--- src/rtl/vedic_pkg.sv ---
// Shared types and constants for the vedic multiplier family.
package vedic_pkg;

  localparam int unsigned STEP_W = 2;
  localparam int unsigned SH_W   = 6;

  localparam logic [SH_W-1:0] SH_LO  = 6'd0;
  localparam logic [SH_W-1:0] SH_MID = 6'd16;
  localparam logic [SH_W-1:0] SH_HI  = 6'd32;

  typedef enum logic [1:0] {
    IDLE = 2'd0,
    MUL  = 2'd1,
    DONE = 2'd2
  } state_e;

endpackage

--- src/rtl/vedic_16bits.sv ---
// Combinational 16x16 unsigned multiplier built from four 8x8 vertical/crosswise partials.
module vedic_16bits (
  input  logic [15:0] a_i,
  input  logic [15:0] b_i,
  output logic [31:0] p_o
);

  logic [15:0] ll, hl, lh, hh;

  assign ll = 16'(a_i[7:0])  * 16'(b_i[7:0]);
  assign hl = 16'(a_i[15:8]) * 16'(b_i[7:0]);
  assign lh = 16'(a_i[7:0])  * 16'(b_i[15:8]);
  assign hh = 16'(a_i[15:8]) * 16'(b_i[15:8]);

  assign p_o = 32'(ll) + (32'(hl) << 8) + (32'(lh) << 8) + (32'(hh) << 16);

endmodule

--- src/rtl/vedic_32bits_seq.sv ---
// 32x32 unsigned multiplier that time-shares one vedic_16bits core over four steps,
// with valid/ready handshakes on operands and product.
module vedic_32bits_seq
  import vedic_pkg::*;
#(
  parameter int unsigned WIDTH = 32
) (
  input  logic               CLK,
  input  logic               RST,
  input  logic [WIDTH-1:0]   A,
  input  logic [WIDTH-1:0]   B,
  input  logic               IN_VALID,
  output logic               IN_READY,
  output logic [2*WIDTH-1:0] Q,
  output logic               OUT_VALID,
  input  logic               OUT_READY,
  output logic               BUSY
);

  localparam int unsigned HALF   = WIDTH / 2;
  localparam int unsigned PROD_W = 2 * WIDTH;

  state_e              state_q;
  logic [STEP_W-1:0]   step_q;
  logic [WIDTH-1:0]    a_q, b_q;
  logic [PROD_W-1:0]   acc_q, q_q;
  logic                out_valid_q, busy_q;

  logic [HALF-1:0]     core_a_c, core_b_c;
  logic [WIDTH-1:0]    core_p_c;
  logic [SH_W-1:0]     sh_c;
  logic [PROD_W-1:0]   pp_c;
  logic                accept_c;

  // Ready depends on OUT_READY only, never on IN_VALID.
  assign IN_READY  = (state_q == IDLE) || ((state_q == DONE) && OUT_READY);
  assign accept_c  = IN_READY && IN_VALID;
  assign Q         = q_q;
  assign OUT_VALID = out_valid_q;
  assign BUSY      = busy_q;

  // Half-word operand and shift selection per step.
  always_comb begin
    core_a_c = a_q[HALF-1:0];
    core_b_c = b_q[HALF-1:0];
    sh_c     = SH_LO;
    case (step_q)
      2'd1: begin
        core_a_c = a_q[WIDTH-1:HALF];
        sh_c     = SH_MID;
      end
      2'd2: begin
        core_b_c = b_q[WIDTH-1:HALF];
        sh_c     = SH_MID;
      end
      2'd3: begin
        core_a_c = a_q[WIDTH-1:HALF];
        core_b_c = b_q[WIDTH-1:HALF];
        sh_c     = SH_HI;
      end
      default: ;
    endcase
  end

  vedic_16bits u_core (
    .a_i (core_a_c),
    .b_i (core_b_c),
    .p_o (core_p_c)
  );

  assign pp_c = PROD_W'(core_p_c) << sh_c;

  always_ff @(posedge CLK or posedge RST) begin
    if (RST) begin
      state_q     <= IDLE;
      step_q      <= '0;
      a_q         <= '0;
      b_q         <= '0;
      acc_q       <= '0;
      q_q         <= '0;
      out_valid_q <= 1'b0;
      busy_q      <= 1'b0;
    end else begin
      case (state_q)
        IDLE: begin
          if (accept_c) begin
            a_q     <= A;
            b_q     <= B;
            acc_q   <= '0;
            step_q  <= '0;
            busy_q  <= 1'b1;
            state_q <= MUL;
          end
        end
        MUL: begin
          if (step_q == 2'd3) begin
            q_q         <= acc_q + pp_c;
            step_q      <= '0;
            busy_q      <= 1'b0;
            out_valid_q <= 1'b1;
            state_q     <= DONE;
          end else begin
            acc_q  <= acc_q + pp_c;
            step_q <= step_q + 2'd1;
          end
        end
        DONE: begin
          if (OUT_READY) begin
            out_valid_q <= 1'b0;
            if (accept_c) begin
              a_q     <= A;
              b_q     <= B;
              acc_q   <= '0;
              step_q  <= '0;
              busy_q  <= 1'b1;
              state_q <= MUL;
            end else begin
              state_q <= IDLE;
            end
          end
        end
        default: state_q <= IDLE;
      endcase
    end
  end

endmodule

--- config.mk ---
export PLATFORM = sky130hd
export DESIGN_NAME = vedic_32bits_seq
export DESIGN_NICKNAME = d
export VERILOG_FILES = /design/src/rtl/vedic_pkg.sv /design/src/rtl/vedic_16bits.sv /design/src/rtl/vedic_32bits_seq.sv
export SDC_FILE = /design/constraint.sdc
export NUM_CORES = 1
export LEC_CHECK = 0
export CAP_MARGIN = 10
export CORE_AREA = 2 2 263 135
export CTS_BUF_LIST = sky130_fd_sc_hd__clkbuf_8
export DETAILED_ROUTE_END_ITERATION = 10
export DIE_AREA = 0 0 265 137
export HOLD_SLACK_MARGIN = 0.08
export PLACE_DENSITY = 0.92
export SLEW_MARGIN = 10
export SYNTH_ARGS = -nofsm -noshare
export SYNTH_HDL_FRONTEND = slang
export SYNTH_SLANG_ARGS = --single-unit
--- constraint.sdc ---
create_clock -name CLK -period 22.5 [get_ports CLK]
set_input_delay 3.375 -clock CLK [delete_from_list [all_inputs] [get_ports CLK]]
set_output_delay 3.375 -clock CLK [all_outputs]
set_load 0.02 [all_outputs]
# Word-level counts from Yosys, hierarchy flattened

Index checks and enable logic that the tools add are counted.

Bitwise gates (word level): 0
Shift operators: 1
Equal/unequal tests: 9
Reductions and logical operators: 17
Div/mod/pow operators: 0
Order comparisons: 0
$mul: 4
Muxes and demuxes: 29
Add/subtract/negate cells: 5

Operators with widths:

| kind                 | number |
|---|---|
| $mux W64             | 3 |
| $pmux W64 S3         | 1 |
| $mux W32             | 4 |
| $pmux W32 S2         | 2 |
| $add A64 B64 Y64     | 1 |
| $mul A8 B8 Y16       | 4 |
| $shl A32 B6 Y64      | 1 |
| $add A32 B24 Y32     | 1 |
| $add A32 B32 Y32     | 1 |
| $mux W16             | 2 |
| $add A16 B24 Y25     | 1 |
| $mux W2              | 6 |
| $pmux W2 S3          | 2 |
| $pmux W6 S2          | 1 |
| $reduce_and A3 Y1    | 4 |
| $ne A2 B2 Y1 const B | 4 |
| $eq A2 B2 Y1 const B | 3 |
| $mux W1              | 6 |
| $reduce_and A2 Y1    | 3 |
| $reduce_or A2 Y1     | 3 |
| $eq A2 B1 Y1 const B | 2 |
| $reduce_bool A2 Y1   | 2 |
| $pmux W1 S3          | 1 |
| $reduce_bool A3 Y1   | 1 |
| 5 further kinds      | 6 |

Memories kept: 0
Bits in writable memories: 0
Flip-flop bits (word level): 198
ROM bits: 0
Bits in latches: 0

# Logic depth before layout (Yosys ltp)

Gate-level depths: netlist (run 1).

Depth in word-level cells: 11
Gate-level depth with buffers: 51
Depth with buffers taken out: 48

# Cells and area by module

From an unflattened synthesis (run 1), not the netlist that was laid out.

Cells, all modules: 2621
Area total of the unflattened synthesis: 22180.0 µm²

By module, submodules not included:

| module           | cells each | times used | area an instance (µm²) | seq. area each (µm²) |
|---|---|---|---|---|
| vedic_32bits_seq | 1455       | 1          | 12260.5                | 4954.8 |
| vedic_16bits     | 1166       | 1          | 9919.5                 | 0.0 |

# Worst setup path before layout (run 1)

Ideal clock, no wire load.

Kind: flip-flop to flip-flop
From: register step_q[0]
To: register q_q[60] (netlist: Q[60])
Stages on the path, launching flop included: 47
Slack: 11.067 ns
Required time: 22.431 ns
Clock period less this slack: 11.433 ns
Path buffers: 4
Arrival: 11.364 ns
Setup time: 0.069 ns
Path through: dfrtp_1 -> ha_1 -> clkbuf_1 -> nor2_1 -> buf_1 -> mux2i_1 -> clkbuf_1 -> nor2_1 -> fa_1 -> fa_1 -> inv_1 -> fa_1 -> fa_1 -> inv_1 -> ha_1 -> xnor2_1 -> fa_1 -> ha_1 -> [... 11 more ...] -> a21oi_1 -> nand3_1 -> a31oi_1 -> nor2_1 -> xnor2_1 -> o22ai_1 -> ha_1 -> clkbuf_1 -> a21o_1 -> a21o_1 -> a21o_1 -> a221o_1 -> a21o_1 -> a21o_1 -> nor2_1 -> o311ai_1 -> or4b_2 -> nand3_1

Cells in the longest elaborated chain, start to end: 9
Elaborated cells on any way between the ends: 19
Classes of those cells: add/sub (4); mul (4); eq/ne (3); shift (1); mux (3); reduce/logical (4)

Ends and longest elaborated chain:

| what                                 | RTL line                                       | source |
|---|---|---|
| start: declaration                   | vedic_32bits_seq.sv:24                         | `logic [STEP_W-1:0] step_q;` |
| start signal: assignment             | vedic_32bits_seq.sv:104                        | `step_q <= step_q + 2'd1;` |
| $eq A2 B2 Y1 (tied with other cells) | vedic_32bits_seq.sv:47, vedic_32bits_seq.sv:96 |  |
| $reduce_or A2 Y1 (no source line)    | -                                              |  |
| $mux W16                             | vedic_32bits_seq.sv:47                         | `case (step_q)` |
| $mul A8 B8 Y16 (on tied branches)    | vedic_16bits.sv:10, vedic_16bits.sv:11         |  |
| $add A16 B24 Y25                     | vedic_16bits.sv:15                             | `assign p_o = 32'(ll) + (32'(hl) << 8) + (32'(lh) << 8) + (32'(hh) << 16);` |
| $add A32 B24 Y32                     | vedic_16bits.sv:15                             |  |
| $add A32 B32 Y32                     | vedic_16bits.sv:15                             |  |
| $shl A32 B6 Y64                      | vedic_32bits_seq.sv:71                         | `assign pp_c = PROD_W'(core_p_c) << sh_c;` |
| $add A64 B64 Y64                     | vedic_32bits_seq.sv:97                         | `q_q <= acc_q + pp_c;` |
| end signal: assignment               | vedic_32bits_seq.sv:97                         |  |
| end: declaration                     | vedic_32bits_seq.sv:26                         | `logic [PROD_W-1:0] acc_q, q_q;` |

Parallel ways exist; a longest one is shown, timed or not.
A chain may end at the register's enable or synchronous reset.

# Worst setup path in the final report (run 1)

Ends and elaborated chain as after synthesis.

==> metrics, run 1 <==
outcome completed; die area 0.0363 mm2; first-pass GRT wire length 110,000 um; CTS tree built; total congestion overflow 0; core area 0.0340 mm2; Post-DP Area 0.0238 mm2; DIE WIDTH 265 um; IO Pins 135; area leader, netlist dfrtp_1; area delta synth->final 10.6%; drt first pass iters 6; Post-synth EDFFs 0; H-tree depth 4; Final Instance Area 0.0242 mm2; average cell area after synthesis 8.77 um2; slowest cell delay on critical path 900 ps; Primary FF master, synth dfrtp_1; setup bufs post-CTS 0; number of remaining DRC errors 0; WHS 495 ps; Post-Syn Instances 2,497; mapped cell area 0.0219 mm2; largest net degree at the start of global routing 128; PostCTS Resize Cnt 0; initial antenna violation count 0; Total GRT Usage 0.403; final setup fails 0; via count 19,700; Final Max Slew Viols 0; CP most frequent cell ha_1; DP HPWL 57,400 um; Synthesized Nets 2,971; CP bufs+invs 3; setup TNS 0 ps; Final min period 13,340 ps; synth top area cells dfrtp_1 23%, fa_1 15%, ha_1 14%; Hold Buf Count CTS 0; clock-pin slew of the registers on the worst-case setup and hold paths 120 ps; CTS root buf clkbuf_8; share of post-route cells with drive strength above 1 0.0815; Top Family by Delay on Critical Path adder cells; Initial Util 0.645; port bufs 134; top cell type's share of synthesized area 0.226; gpl congestion 1.05; non-filler cells, final 3,051; Yosys warnings 0; Critical Path End Type flip-flop; Period Utilization, post-route 0.593; clock sink count 198; clk buf depth 2; Routed WL 72,300 um; Setup CP Type reg2reg; Crit-path slowest cell mux2i_1; Worst setup SP type flip-flop; # rows 48; clock latency on the worst-skew pair 560 ps; Netlist cell types 77; worst clock skew 35.0 ps; wire length per cell 23.7 um; CP Data Arrival Time 13,760 ps; Max FO, Critical Path 29; Crit path required time 22,920 ps; Cells after DPL 3,020; RSZ-0062 raised after global routing false; CTS Buf Count 17; Final nets 3,063; Seq/Total Area, Yosys 0.226; die height 137 um; worst slew pin tran 1160 ps; vias in the first global route 19,000; DRT antenna net count 0; Synth Register Bits 198; # diodes 0; ys async rst share 1.00; slew margin rel. 0.209; Final Hold Fails 0; Max-cap violations 0; max frequency 75.0 MHz; Hold Path Class reg2reg; DRT iter0 DRCs 2,790; drt via density 6.46
==> cell families after synthesis <==
group | count (synthesis) | synth area share
muxes | 148 | 0.0739
buffers and inverters | 361 | 0.0619
adders and majority gates | 406 | 0.287
and+or+nand+nor | 758 | 0.152
AOI/OAI and AO/OA | 495 | 0.146
xor gates and xnor gates | 131 | 0.0530
DFF | 198 | 0.226
==> sequential cells by signal, indices dropped and copies added, names as in the netlist <==
name / cells
acc_q: 64
state_q: 2
OUT_VALID: 1
b_q: 32
Q: 64
BUSY: 1
a_q: 32
step_q: 2
==> synthesized netlist by cell type (31+ instances only) <==
cell type and n:
nand3_1 37, a21o_1 64, mux2_2 110, xor2_1 57
fa_1 161, o21ai_0 138, nor2_1 285, nand2_1 260
xnor2_1 73, nor3_1 32, inv_1 263, mux2i_1 38
nand2b_1 31, clkbuf_1 92, ha_1 245, a21oi_1 113
dfrtp_1 198
==> cells in the final DEF (no fill, tap or decap), types with 17 or more instances in the layout <==
| master | count |
|---|---|
| nor2_1 | 281 |
| inv_1 | 262 |
| nand2_1 | 259 |
| ha_1 | 245 |
| dfrtp_1 | 198 |
| fa_1 | 161 |
| o21ai_0 | 138 |
| clkdlybuf4s50_1 | 134 |
| a21oi_1 | 113 |
| mux2_2 | 110 |
| xnor2_1 | 73 |
| a21o_1 | 64 |
| xor2_1 | 57 |
| nand3_1 | 37 |
| buf_4 | 36 |
| mux2i_1 | 35 |
| nor3_1 | 32 |
| nand2b_1 | 30 |
| and3_1 | 24 |
| o21bai_1 | 21 |
| o22ai_1 | 21 |
| a22o_1 | 21 |
| and2_1 | 19 |
| clkbuf_8 | 17 |
==> path summary, 6_finish.rpt <==
| path | start | end | slack (ps) | cells past startpoint |
|---|---|---|---|---|
| max | step_q[0] | Q[60] | 9160 | 44 |
| min | Q[29] | Q[29] | 500 | 2 |
| max reg2reg | step_q[0] | Q[60] | 9160 | 44 |
| min reg2reg | Q[29] | Q[29] | 500 | 2 |
| max in group asynchronous | RST | Q[59] | 17480 | 3 |
| min in group asynchronous | RST | b_q[0] | 3420 | 2 |
==> area by class of cell <==
cell class / instances / area (um2)
Fill cell: 2537 / 9760
Timing Repair Buffer: 170 / 1610
Clock inverter: 14 / 218
Sequential cell: 198 / 4950
Multi-Input combinational cell: 1938 / 15600
Tap cell: 450 / 563
Clock buffer: 17 / 234
Inverter: 264 / 998
==> tightest hold or removal path, delay by kind of cell (launching register included) <==
family / cells / cell delay [ps]
AND/OR/NAND/NOR: 1 / 50
AO/OA/AOI/OAI: 1 / 60
flip-flops: 1 / 360
==> through the flow <==
stage / worst slack (ps) / utilization
detailed placement: 9730 / 0.699
CTS: 9630 / 0.713
global route: 8660 / 0.713
floorplan: 11070 / -
global placement: 9980 / 0.699
finish: 9160 / 0.713
==> routing by layer <==
| metal | vias to the layer above | wire length [um] | GRT usage |
|---|---|---|---|
| li1 | 8631 | - | - |
| met2 | 1307 | 27300 | 0.533 |
| met1 | 9631 | 31400 | 0.590 |
| met5 | - | 250 | 0.0500 |
| met4 | 4 | 1450 | 0.0813 |
| met3 | 148 | 11900 | 0.186 |
Power of run 1 is not shown: default switching activity piles up to over one toggle a cycle in this logic, so the estimate is an artifact.
==> inputs of run 2 (changes only) <==
--- a/config.mk
+++ b/config.mk
@@ -6,12 +6,12 @@
 export NUM_CORES = 1
 export LEC_CHECK = 0
 export CAP_MARGIN = 10
-export CORE_AREA = 2 2 263 135
+export CORE_AREA = 2 2 267 137
 export CTS_BUF_LIST = sky130_fd_sc_hd__clkbuf_8
 export DETAILED_ROUTE_END_ITERATION = 10
-export DIE_AREA = 0 0 265 137
+export DIE_AREA = 0 0 269 139
 export HOLD_SLACK_MARGIN = 0.08
-export PLACE_DENSITY = 0.92
+export PLACE_DENSITY = 0.89
 export SLEW_MARGIN = 10
 export SYNTH_ARGS = -nofsm -noshare
 export SYNTH_HDL_FRONTEND = slang
==> constraint.sdc (replaced) <==
create_clock -name CLK -period 13.5 [get_ports CLK]
set_input_delay 2.025 -clock CLK [delete_from_list [all_inputs] [get_ports CLK]]
set_output_delay 2.025 -clock CLK [all_outputs]
set_load 0.02 [all_outputs]
==> metrics, run 2 (synthesis gave the netlist of run 1 again) <==
outcome completed; core area 0.0353 mm2; Worst setup SP type flip-flop; Final min period 12,780 ps; setup bufs post-CTS 0; Max FO, Critical Path 16; worst r2r dst Q[63]; first-pass GRT wire length 110,000 um; HP Start Q[40]; PostCTS Resize Cnt 0; final setup fails 0; CTS Buf Count 17; CTS tree built; commonest non-fill, non-tap cell in the layout nor2_1; worst reg2reg path startpoint step_q[0]; Routed WL 71,700 um; H-tree depth 4; slew margin rel. 0.240; worst clock skew 27.9 ps; wire length per cell 23.2 um; Final nets 3,073; RSZ-0062 raised after global routing false; clock-pin slew of the registers on the worst-case setup and hold paths 130 ps; gpl congestion 1.07; # fillers 2,745; total congestion overflow 0; # rows 49; drt first pass iters 8; Hold Buf Count CTS 0; slowest cell delay on critical path 600 ps; vias in the first global route 18,800; die height 139 um; max frequency 78.2 MHz; DRT antenna net count 0; clock sink count 198; area delta synth->final 11.0%; register-to-register path setup slack 720 ps; Final Max Slew Viols 0; setup ws final 720 ps; Hold Path Class reg2reg; drt via density 6.33; Cells after DPL 3,064; largest net degree at the start of global routing 79; r2r worst-path depth 43; die area 0.0374 mm2; worst slew pin tran 1110 ps; DP HPWL 58,100 um; Critical Path End Type flip-flop; CTS root buf clkbuf_8; Total GRT Usage 0.389; commonest cells after routing, fill and taps aside 281 x nor2_1, 262 x inv_1, 259 x nand2_1, 245 x ha_1, 198 x dfrtp_1; CP Data Arrival Time 13,210 ps; setup TNS 0 ps; cell count of the worst hold path 2; IO Pins 135; via count 19,600; non-filler cells, final 3,097; Initial Util 0.622; DRT iter0 DRCs 2,586; Period Utilization, post-route 0.947; DIE WIDTH 269 um; clk buf depth 2; initial antenna violation count 0; Setup CP Type reg2reg; Worst Hold Path EP Q[40]; port bufs 134; Placement Setup Slack 1070 ps; Crit path required time 13,930 ps; Final Hold Fails 0; clock latency on the worst-skew pair 560 ps; share of post-route cells with drive strength above 1 0.0846; Max-cap violations 0; Crit-path slowest cell a211oi_1; number of remaining DRC errors 0
[run 2: final cells by class]
| class | instances | area [um2] | area share |
|---|---|---|---|
| Multi-Input combinational cell | 1938 | 15600 | 0.643 |
| Timing Repair Buffer | 180 | 1690 | 0.0694 |
| Sequential cell | 198 | 4950 | 0.204 |
| Clock buffer | 17 | 234 | 0.00962 |
| Tap cell | 484 | 606 | 0.0249 |
| Inverter | 264 | 998 | 0.0411 |
| Clock inverter | 15 | 189 | 0.00777 |
| Antenna cell | 1 | 2.50 | 0.000103 |
[run 2: through the flow]
step                 util  cell area [um2]  hold WS (ps)
floorplan               -            21900           455
global placement    0.678            23900           462
detailed placement  0.678            23900           469
CTS                 0.690            24300           495
global route        0.690            24300           527
finish              0.690            24300           495
[run 2: per-layer routing]
metal / part of all wire / vias up / GRT usage
li1: - / 8642 / -
met2: 0.37 / 1245 / 0.486
met5: 0 / - / 0
met1: 0.46 / 9594 / 0.613
met3: 0.16 / 115 / 0.164
met4: 0.017 / 0 / 0.0705
[run 2: worst max-delay path by stage]
stage               from   endpoint  slack (ps)  cells after the start
3_3_place_gp   step_q[0]      Q[60]        1260                     43
4_1_cts        step_q[0]  acc_q[62]        1000                     45
6_report       step_q[0]      Q[63]         720                     43
2_1_floorplan  step_q[0]      Q[60]        2070                     46
3_5_place_dp   step_q[0]      Q[60]        1070                     45
5_1_grt        step_q[0]  acc_q[60]          60                     46
[run 2: worst max-delay path: cells and delay by family, from the launching register on]
kind,cells,cell delay (ps)
buffers and inverters,4,440
DFF,1,480
adders and majority gates,12,4970
muxes,2,570
xor gates and xnor gates,4,990
and+or+nand+nor,9,1660
AOI/OAI and AO/OA,12,3500
Power of run 2 is left out for the same reason.
